**config.mk**
```make
export PLATFORM = sky130hd
export DESIGN_NAME = inst_loader
export DESIGN_NICKNAME = d
export VERILOG_FILES = /design/src/rtl/inst_loader_pkg.sv /design/src/rtl/inst_loader_word_assembler.sv /design/src/rtl/inst_loader.sv
export SDC_FILE = /design/constraint.sdc
export NUM_CORES = 1
export LEC_CHECK = 0
export ABC_AREA = 1
export BUFFER_PORTS_ARGS = -buffer_cell sky130_fd_sc_hd__buf_4
export CAP_MARGIN = 20
export CORE_UTILIZATION = 45
export DETAILED_ROUTE_END_ITERATION = 8
export GPL_TIMING_DRIVEN = 0
export RECOVER_POWER = 100
export SLEW_MARGIN = 20
export SYNTH_ARGS = -nofsm -noshare
export SYNTH_HDL_FRONTEND = slang
export SYNTH_SLANG_ARGS = --single-unit
```
**constraint.sdc**
```tcl
create_clock -name clk -period 2.5 [get_ports clk]
set_clock_uncertainty 0.1 [all_clocks]
set_input_delay 0.125 -clock clk [delete_from_list [all_inputs] [get_ports clk]]
set_output_delay 0.125 -clock clk [all_outputs]
set_load 0.01 [all_outputs]
```
**src/rtl/inst_loader_pkg.sv**
```systemverilog
// Shared defines for the instruction loader: core widths, stream length width
// and the loader state encoding.
package inst_loader_pkg;

  localparam int DEF_CPU_WIDTH    = 32;
  localparam int DEF_REG_WIDTH    = 32;
  localparam int LOADER_LEN_WIDTH = 16;

  typedef enum logic [2:0] {
    ST_IDLE   = 3'd0,
    ST_LEN_LO = 3'd1,
    ST_LEN_HI = 3'd2,
    ST_DATA   = 3'd3,
    ST_FLUSH  = 3'd4,
    ST_DONE   = 3'd5,
    ST_ERR    = 3'd6
  } loader_state_e;

  // States in which the loader accepts stream bytes.
  function automatic logic is_rx_state(input loader_state_e s);
    return (s == ST_LEN_LO) || (s == ST_LEN_HI) || (s == ST_DATA);
  endfunction

endpackage

```
**src/rtl/inst_loader_word_assembler.sv**
```systemverilog
// Packs stream bytes little-endian into 32-bit words. word/word_valid are
// presented in the same cycle as the fourth byte's transfer so the parent can
// register the memory write at that very edge.
module word_assembler
  import inst_loader_pkg::*;
(
  input  logic                     clk,
  input  logic                     rst_n,
  input  logic                     clr,
  input  logic                     byte_fire,
  input  logic [7:0]               byte_data,
  output logic [DEF_CPU_WIDTH-1:0] word,
  output logic                     word_valid
);

  logic [1:0]               cnt_q, cnt_d;
  logic [DEF_CPU_WIDTH-1:0] shift_q, shift_d;

  // Shift each byte in from the top so byte 0 ends up in bits [7:0].
  always_comb begin
    cnt_d   = cnt_q;
    shift_d = shift_q;
    if (clr) begin
      cnt_d   = '0;
      shift_d = '0;
    end else if (byte_fire) begin
      cnt_d   = cnt_q + 2'd1;
      shift_d = {byte_data, shift_q[DEF_CPU_WIDTH-1:8]};
    end
  end

  // Byte counter and shift register.
  always_ff @(posedge clk or negedge rst_n) begin
    if (!rst_n) begin
      cnt_q   <= '0;
      shift_q <= '0;
    end else begin
      cnt_q   <= cnt_d;
      shift_q <= shift_d;
    end
  end

  assign word       = {byte_data, shift_q[DEF_CPU_WIDTH-1:8]};
  assign word_valid = byte_fire && !clr && (cnt_q == 2'd3);

endmodule

```
**src/rtl/inst_loader.sv**
```systemverilog
// Boot-time instruction loader: receives a length-prefixed byte stream, writes
// the packed words to instruction memory from address 0, then enables the core.
module inst_loader
  import inst_loader_pkg::*;
#(
  parameter int ADDR_WIDTH = 8,
  parameter int CPU_WIDTH  = DEF_CPU_WIDTH
) (
  input  logic                  clk,
  input  logic                  rst_n,
  input  logic                  start,
  input  logic                  byte_valid,
  input  logic [7:0]            byte_data,
  output logic                  byte_ready,
  output logic                  mem_wen,
  output logic [ADDR_WIDTH-1:0] mem_waddr,
  output logic [CPU_WIDTH-1:0]  mem_wdata,
  output logic                  cpu_ena,
  output logic                  busy,
  output logic                  done,
  output logic                  err
);

  // One extra bit so a full-memory load (N = 2^ADDR_WIDTH) counts cleanly.
  localparam int CNT_W = ADDR_WIDTH + 1;
  localparam logic [CNT_W-1:0] CNT_ONE = CNT_W'(1);

  loader_state_e               state_q, state_d;
  logic [LOADER_LEN_WIDTH-1:0] len_q, len_d;
  logic [CNT_W-1:0]            wcnt_q, wcnt_d;
  logic                        wen_q, wen_d;
  logic [ADDR_WIDTH-1:0]       waddr_q, waddr_d;
  logic [CPU_WIDTH-1:0]        wdata_q, wdata_d;
  logic                        byte_ready_q, byte_ready_d;
  logic                        busy_q, busy_d;
  logic                        done_q, done_d;
  logic                        err_q, err_d;
  logic                        cpu_ena_q, cpu_ena_d;

  logic                        byte_fire;
  logic                        data_fire;
  logic                        asm_clr;
  logic                        word_valid;
  logic [CPU_WIDTH-1:0]        word;
  logic [LOADER_LEN_WIDTH-1:0] len_full;
  logic                        len_too_big;
  logic                        last_word;

  assign byte_fire   = byte_valid && byte_ready_q;
  assign data_fire   = byte_fire && (state_q == ST_DATA);
  assign len_full    = {byte_data, len_q[7:0]};
  assign len_too_big = 32'(len_full) > (32'd1 << ADDR_WIDTH);
  assign last_word   = (32'(wcnt_q) + 32'd1) == 32'(len_q);

  word_assembler u_word_assembler (
    .clk        (clk),
    .rst_n      (rst_n),
    .clr        (asm_clr),
    .byte_fire  (data_fire),
    .byte_data  (byte_data),
    .word       (word),
    .word_valid (word_valid)
  );

  // Next-state logic, write strobe and status flags derived from the next state
  // so that every output is a plain register.
  always_comb begin
    state_d = state_q;
    len_d   = len_q;
    wcnt_d  = wcnt_q;
    asm_clr = 1'b0;
    wen_d   = 1'b0;
    waddr_d = waddr_q;
    wdata_d = wdata_q;
    case (state_q)
      ST_IDLE, ST_DONE, ST_ERR: begin
        if (start) state_d = ST_LEN_LO;
      end
      ST_LEN_LO: begin
        if (byte_fire) begin
          len_d[7:0] = byte_data;
          state_d    = ST_LEN_HI;
        end
      end
      ST_LEN_HI: begin
        if (byte_fire) begin
          len_d = len_full;
          if (len_full == '0) begin
            state_d = ST_DONE;
          end else if (len_too_big) begin
            state_d = ST_ERR;
          end else begin
            wcnt_d  = '0;
            asm_clr = 1'b1;
            state_d = ST_DATA;
          end
        end
      end
      ST_DATA: begin
        if (word_valid) begin
          wen_d   = 1'b1;
          waddr_d = wcnt_q[ADDR_WIDTH-1:0];
          wdata_d = word;
          wcnt_d  = wcnt_q + CNT_ONE;
          if (last_word) state_d = ST_FLUSH;
        end
      end
      ST_FLUSH: state_d = ST_DONE;
      default:  state_d = ST_IDLE;
    endcase
    byte_ready_d = is_rx_state(state_d);
    busy_d       = is_rx_state(state_d) || (state_d == ST_FLUSH);
    done_d       = (state_d == ST_DONE);
    err_d        = (state_d == ST_ERR);
    cpu_ena_d    = (state_d == ST_DONE);
  end

  // State, counters and registered outputs.
  always_ff @(posedge clk or negedge rst_n) begin
    if (!rst_n) begin
      state_q      <= ST_IDLE;
      len_q        <= '0;
      wcnt_q       <= '0;
      wen_q        <= 1'b0;
      waddr_q      <= '0;
      wdata_q      <= '0;
      byte_ready_q <= 1'b0;
      busy_q       <= 1'b0;
      done_q       <= 1'b0;
      err_q        <= 1'b0;
      cpu_ena_q    <= 1'b0;
    end else begin
      state_q      <= state_d;
      len_q        <= len_d;
      wcnt_q       <= wcnt_d;
      wen_q        <= wen_d;
      waddr_q      <= waddr_d;
      wdata_q      <= wdata_d;
      byte_ready_q <= byte_ready_d;
      busy_q       <= busy_d;
      done_q       <= done_d;
      err_q        <= err_d;
      cpu_ena_q    <= cpu_ena_d;
    end
  end

  assign byte_ready = byte_ready_q;
  assign mem_wen    = wen_q;
  assign mem_waddr  = waddr_q;
  assign mem_wdata  = wdata_q;
  assign cpu_ena    = cpu_ena_q;
  assign busy       = busy_q;
  assign done       = done_q;
  assign err        = err_q;

endmodule

```
# Yosys cells after proc, flatten, opt, wreduce, memory -nomap -nowiden
# Index checks and enable logic that the tools add are counted.
dict set report classes {
  addsub 3
  n_lt_le_gt_ge 1
  eq_ne 18
  muxes 25
  bitwise_logic 1
  reduce_logical 17
}
# cell n
set ops {}
lappend ops {{32-bit two-way mux} 2}
lappend ops {{9-bit two-way mux} 4}
lappend ops {{3-bit two-way mux} 7}
lappend ops {{3-bit equality test (second input constant)} 6}
lappend ops {{9-bit one-hot mux with 2 select lines} 1}
lappend ops {{10-bit by 16-bit equality test with 1-bit output} 1}
lappend ops {{16-bit by 9-bit greater-than comparator with 1-bit output (second input constant)} 1}
lappend ops {{16-bit logical NOT} 1}
lappend ops {{8-bit one-hot mux with 2 select lines} 1}
lappend ops {{3-bit one-hot mux with 5 select lines} 1}
lappend ops {{3-bit by 2-bit equality test with 1-bit output (second input constant)} 4}
lappend ops {{9-bit by 1-bit adder with 10-bit output (second input constant)} 1}
lappend ops {{9-bit by 1-bit adder with 9-bit output (second input constant)} 1}
lappend ops {{8-bit two-way mux} 1}
lappend ops {{3-bit by 1-bit equality test with 1-bit output (second input constant)} 2}
lappend ops {{1-bit two-way mux} 6}
lappend ops {{2-bit inequality test (second input constant)} 3}
lappend ops {{5-bit AND reduction} 1}
lappend ops {{1-bit logical AND} 4}
lappend ops {{2-bit two-way mux} 2}
lappend ops {{2-bit AND reduction} 2}
lappend ops {{2-bit nonzero test} 2}
lappend ops {{3-bit logical NOT} 1}
lappend ops {{1-bit logical OR} 3}
lappend ops {{other kinds (7)} 7}
dict set report word_totals {
  register_bits 107
  in_bits 12
  word_cells 78
}

# Depth between registers and ports, before layout
dict set report logic_depth {
  depth_word 14
  ltp_mapped 14
}

# Cells and area by module
# From an unflattened synthesis, not the netlist that was laid out.
dict set report hier_totals {
  cells_unflattened 545
  area_unflattened_um2 4429.2
}
# module n_inst cells_each area_each_um2 seq_area_each_um2
set by_module_without_submodules {}
lappend by_module_without_submodules {inst_loader 1 421 3301.9 1826.8}
lappend by_module_without_submodules {word_assembler 1 124 1127.3 650.6}

# Worst setup path before layout
# OpenSTA, ideal clock, no wires.
dict set report synth_timing {
  path_type {flip-flop to flip-flop}
  start {register wcnt_q[0]}
  end {register busy_q (netlist: busy)}
  setup_ps 118
  arrival_time_ps 1565
  t_required_ps 2282
  setup_slack_ps 717
  stages_incl_launch_ff 14
  n_path_buf 0
  cell_sequence {dfrtp_1 -> ha_1 -> nand2_1 -> nand2_1 -> nand2_1 -> nand2_1 -> nor2_1 -> nand3_1 -> nor2_1 -> nand4_1 -> nand2_1 -> nand3_1 -> nand2_1 -> nand2_1}
}
dict set report synth_between {
  elab_chain_cells 9
  word_cells_on_any_way 12
  cone_classes {add/sub: 1; eq/ne: 5; mux: 3; reduce/logical: 3}
}
# item line
set synth_lines {}
lappend synth_lines {{from (decl)} inst_loader.sv:30} ;# logic [CNT_W-1:0] wcnt_q, wcnt_d;
lappend synth_lines {{from (signal assigned)} inst_loader.sv:135} ;# wcnt_q <= wcnt_d;
lappend synth_lines {{9-bit by 1-bit adder with 10-bit output *} inst_loader.sv:53} ;# assign last_word = (32'(wcnt_q) + 32'd1) == 32'(len_q);
lappend synth_lines {{10-bit by 16-bit equality test with 1-bit output *} inst_loader.sv:53}
lappend synth_lines {{3-bit two-way mux *} inst_loader.sv:105} ;# if (last_word) state_d = ST_FLUSH;
lappend synth_lines {{3-bit two-way mux *} inst_loader.sv:100} ;# if (word_valid) begin
lappend synth_lines {{3-bit one-hot mux with 5 select lines *} inst_loader.sv:75} ;# case (state_q)
lappend synth_lines {{3-bit by 1-bit equality test with 1-bit output or 3-bit by 2-bit equality test with 1-bit output (tied branches)} inst_loader_pkg.sv:21} ;# return (s == ST_LEN_LO) || (s == ST_LEN_HI) || (s == ST_DATA);
lappend synth_lines {{1-bit logical OR (2 in a row)} inst_loader_pkg.sv:21}
lappend synth_lines {{1-bit logical OR *} inst_loader.sv:112} ;# busy_d = is_rx_state(state_d) || (state_d == ST_FLUSH);
lappend synth_lines {{via busy_d} inst_loader.sv:35} ;# logic busy_q, busy_d;
lappend synth_lines {{to (signal assigned)} inst_loader.sv:140} ;# busy_q <= busy_d;
lappend synth_lines {{to (decl)} inst_loader.sv:35}
# Mark *: on every way through the listed nets, which the timed path passes. The rest lies on a longest branch.
# A chain may end at the register's enable or synchronous reset.

# Worst setup path after layout
dict set report layout_timing {
  start {register len_q[3]}
  end {register u_word_assembler.shift_q[31]}
}
dict set report layout_between {
  elab_chain_cells 6
  word_cells_on_any_way 8
  cone_classes {order compare: 1; mux: 5; reduce/logical: 2}
}
# item line
set layout_lines {}
lappend layout_lines {{from (decl)} inst_loader.sv:29} ;# logic [LOADER_LEN_WIDTH-1:0] len_q, len_d;
lappend layout_lines {{from (signal assigned)} inst_loader.sv:134} ;# len_q <= len_d;
lappend layout_lines {{16-bit by 9-bit greater-than comparator with 1-bit output} inst_loader.sv:52} ;# assign len_too_big = 32'(len_full) > (32'd1 << ADDR_WIDTH);
lappend layout_lines {{1-bit two-way mux} inst_loader.sv:90} ;# end else if (len_too_big) begin
lappend layout_lines {{1-bit two-way mux *} inst_loader.sv:88} ;# if (len_full == '0) begin
lappend layout_lines {{1-bit two-way mux *} inst_loader.sv:86} ;# if (byte_fire) begin
lappend layout_lines {{1-bit two-way mux *} inst_loader.sv:75}
lappend layout_lines {{32-bit two-way mux or 2-bit nonzero test (tied branches)} n/a}
lappend layout_lines {{to (signal assigned)} inst_loader_word_assembler.sv:39} ;# shift_q <= shift_d;
lappend layout_lines {{to (decl)} inst_loader_word_assembler.sv:17} ;# logic [DEF_CPU_WIDTH-1:0] shift_q, shift_d;
# Every way passes the cells marked *; elsewhere a longest branch is shown, timed or not.

==> results by group <==
Outcome
  • Status: completed

Layout
  • Layout cells sized above 1: 5.46%
  • N_diodes: 0
  • Area of the multi-input gates: 0.00140 mm2
  • Final net count: 577
  • Post-route cell area: 0.00485 mm2
  • Fill count: 897
  • Final core utilization: 54.6%
  • Register Area: 0.00248 mm2
  • Final cell count without fillers: 676
  • Area delta synth->final: 15.2%

Synthesis
  • Seq/Total Area, Yosys: 58.8%
  • Synth top area share: 58.8%
  • Syn_area_per_cell: 8.65 um2
  • Syn Inst Count: 487
  • Synth Cell Area: 0.00421 mm2
  • Syn_nets: 501
  • Synth cell types: 26
  • #FFs+latches synth: 99
  • Synth Warn #: 0
  • Area leader, netlist: dfrtp_1
  • Dominant cells by area after synthesis: dfrtp_1 59%, nand2_1 12%, o21ai_0 8.1%, inv_1 6.1%, nand3_1 3.8%

Setup path
  • R2r endpoint: u_word_assembler.shift_q[31]
  • Req. time, crit path: 2640 ps
  • Internal reg-to-reg setup slack: 400 ps
  • Reg2Reg Launch Point: len_q[3]
  • Worst EP arrival: 2250 ps
  • Startpoint types: register
  • Reg2Reg Depth: 8
  • Worst-path fanout max: 10
  • WS Path Type: register to register
  • CP Capture Type: register

Power
  • Leak pwr: 2.46 nW
  • Power per cell area: 1110 mW/mm2
  • Overall power: 5.38 mW
  • Maximum vdd drop: 0.561 mV

Place
  • Dpl hpwl: 6.93 mm
  • Buffers on Ports: 57
  • Routability congestion estimate: 0.883
  • Placed inst area: 0.00478 mm2
  • Placed cell count: 652

Flow run
  • MaxCap Viol Count: 0

Clock network
  • CTS Sinks: 99
  • CTS HTree Levels: 3
  • Clock Latency Late Sink: 370 ps
  • CTS clock-pin slew for the worst setup and hold paths: 100 ps
  • Maximum clock path buffer count: 2
  • PostCTS Resize Cnt: 0
  • CTS tree: yes
  • Hold Buf Count CTS: 8
  • CTS Buf Count: 9
  • Root Buffer: clkbuf_8
  • Setup Buffers After CTS: 0

Timing
  • Slew @ Worst Pin: 1310 ps
  • Final min period: 2100 ps
  • Final Hold Viols: 0
  • Setup Viol. Count Final: 0
  • Period Utilization, post-route: 84.1%
  • Worst slew margin: 12.5%
  • Max Slew Vio Count: 0
  • Max Clk Rate: 476 MHz
  • Setup Total Neg Slack: 0 ps
  • RSZ-0062 raised after global routing: false

Detailed routing
  • DRT Wirelength: 9.65 mm
  • Detailed Route Iter0 Violations: 123
  • Vias: 3,435
  • Remaining antenna violation count: 0
  • Wire per inst: 14.3 um
  • Drt first pass iters: 5
  • # DRC: 0
  • DR vias/cell: 5.08

GRT
  • GR peak layer: met2
  • Vias in the first global route: 3,396
  • Gr usage total: 22.1%
  • Met2 usage: 35.5%
  • Initial antenna violation count: 0
  • GRT overflow: 0
  • Global-route met3 utilization: 6.74%
  • Pin count of the biggest net entering global routing: 100
  • Met1 usage: 28.8%
  • First-pass GRT wire length: 16.7 mm

Floorplan
  • DIE AREA: 0.00975 mm2
  • Initial core utilization: 47.4%
  • Width of the die: 98.7 um
  • Die height: 98.7 um
  • Row count: 34
  • Io pins: 58
  • CORE AREA: 0.00889 mm2

Min path
  • Worst min path class: input pin to register
  • Min-delay src: byte_data[0]
  • WHS Path Cells: 3
  • Hold EP: len_q[8]
cell usage in the layout, fill, tap and decap left out, types with 2 or more instances in the layout:
cell and count:
nand3_1 33, inv_1 69, clkbuf_8 10, dlygate4sd3_1 8, nand2_1 133, inv_6 2, nand3b_1 2, o22ai_1 22
nand4_1 7, nor2_1 26, o21ai_0 68, clkbuf_4 2, dfrtp_1 99, buf_4 11, clkbuf_1 61, ha_1 2
cells in the mapped netlist:
| library cell | n |
|---|---|
| a21oi_1 | 1 |
| a22oi_1 | 1 |
| a31oi_1 | 1 |
| buf_1 | 2 |
| buf_2 | 5 |
| buf_4 | 1 |
| clkbuf_1 | 8 |
| dfrtp_1 | 99 |
| ha_1 | 2 |
| inv_1 | 68 |
| inv_2 | 1 |
| mux2i_1 | 1 |
| nand2_1 | 133 |
| nand3_1 | 32 |
| nand3_2 | 1 |
| nand3b_1 | 2 |
| nand4_1 | 7 |
| nor2_1 | 25 |
| nor2_2 | 2 |
| nor2_4 | 1 |
| nor3_1 | 1 |
| o21a_1 | 1 |
| o21ai_0 | 68 |
| o21ai_1 | 1 |
| o21ai_2 | 1 |
| o22ai_1 | 22 |
worst max-delay path by stage:
stage,from,endpoint,cells past startpoint
2_1_floorplan,wcnt_q[0],busy,13
3_3_place_gp,wcnt_q[0],busy,13
3_5_place_dp,wcnt_q[1],busy,14
4_1_cts,wcnt_q[1],busy,14
5_1_grt,state_q[0],u_word_assembler.shift_q[31],6
6_report,len_q[3],u_word_assembler.shift_q[31],8
worst max-delay path, stage by stage, from the launching register on:
cell and delay [ps]:
dfrtp_1 450, nor2_1 140, nand3_1 100, nor2_1 190
o21a_1 170, nand4_1 100, nand2_1 150, clkbuf_1 430
o21ai_0 150
metrics by stage:
step | hold WS (ps) | setup WS [ps]
2_1_floorplan | -271 | 717
3_3_place_gp | 248 | 414
3_5_place_dp | 190 | 413
4_1_cts | 29.9 | 403
5_1_grt | 44.7 | 120
6_report | 28.9 | 397
layout make-up:
type                    count  share of cell area [%]
multi-input cells         303                    28.8
clock inverters             4                   0.696
plain buffers              16                    1.34
repair buffers             65                    6.99
clock buffers              12                    2.99
inverters                  69                    5.34
well taps                 108                    2.79
flip-flops and latches     99                    51.1
where the power goes:
| group | total [mW] | internal, mW | switching (mW) |
|---|---|---|---|
| Sequential | 2.49 | 2.17 | 0.316 |
| Clock | 0.959 | 0.399 | 0.560 |
| Combinational | 1.93 | 0.682 | 1.25 |
| Total | 5.38 | 3.25 | 2.12 |
cells by family after synthesis:
group	after synthesis	synth area share, %
compound gates	96	12.3
fa+ha+maj	2	0.594
buf+inv	85	7.82
flops	99	58.8
mux	1	0.238
simple gates	204	20.2
per-layer routing:
layer  vias up  share of wire [%]
li1       1721                  -
met1      1646                 47
met2        60                 48
met3         8                4.0
met4         0               0.78
met5         -                  0
state kept, by name (all words and copies together), names as in the netlist:
signal / flops
mem_waddr: 8
len_q: 16
byte_ready: 1
wcnt_q: 9
u_word_assembler.shift_q: 24
cpu_ena: 1
err: 1
busy: 1
u_word_assembler.cnt_q: 2
state_q: 3
mem_wdata: 32
mem_wen: 1
Note: power is estimated with default switching activity, not from simulation.
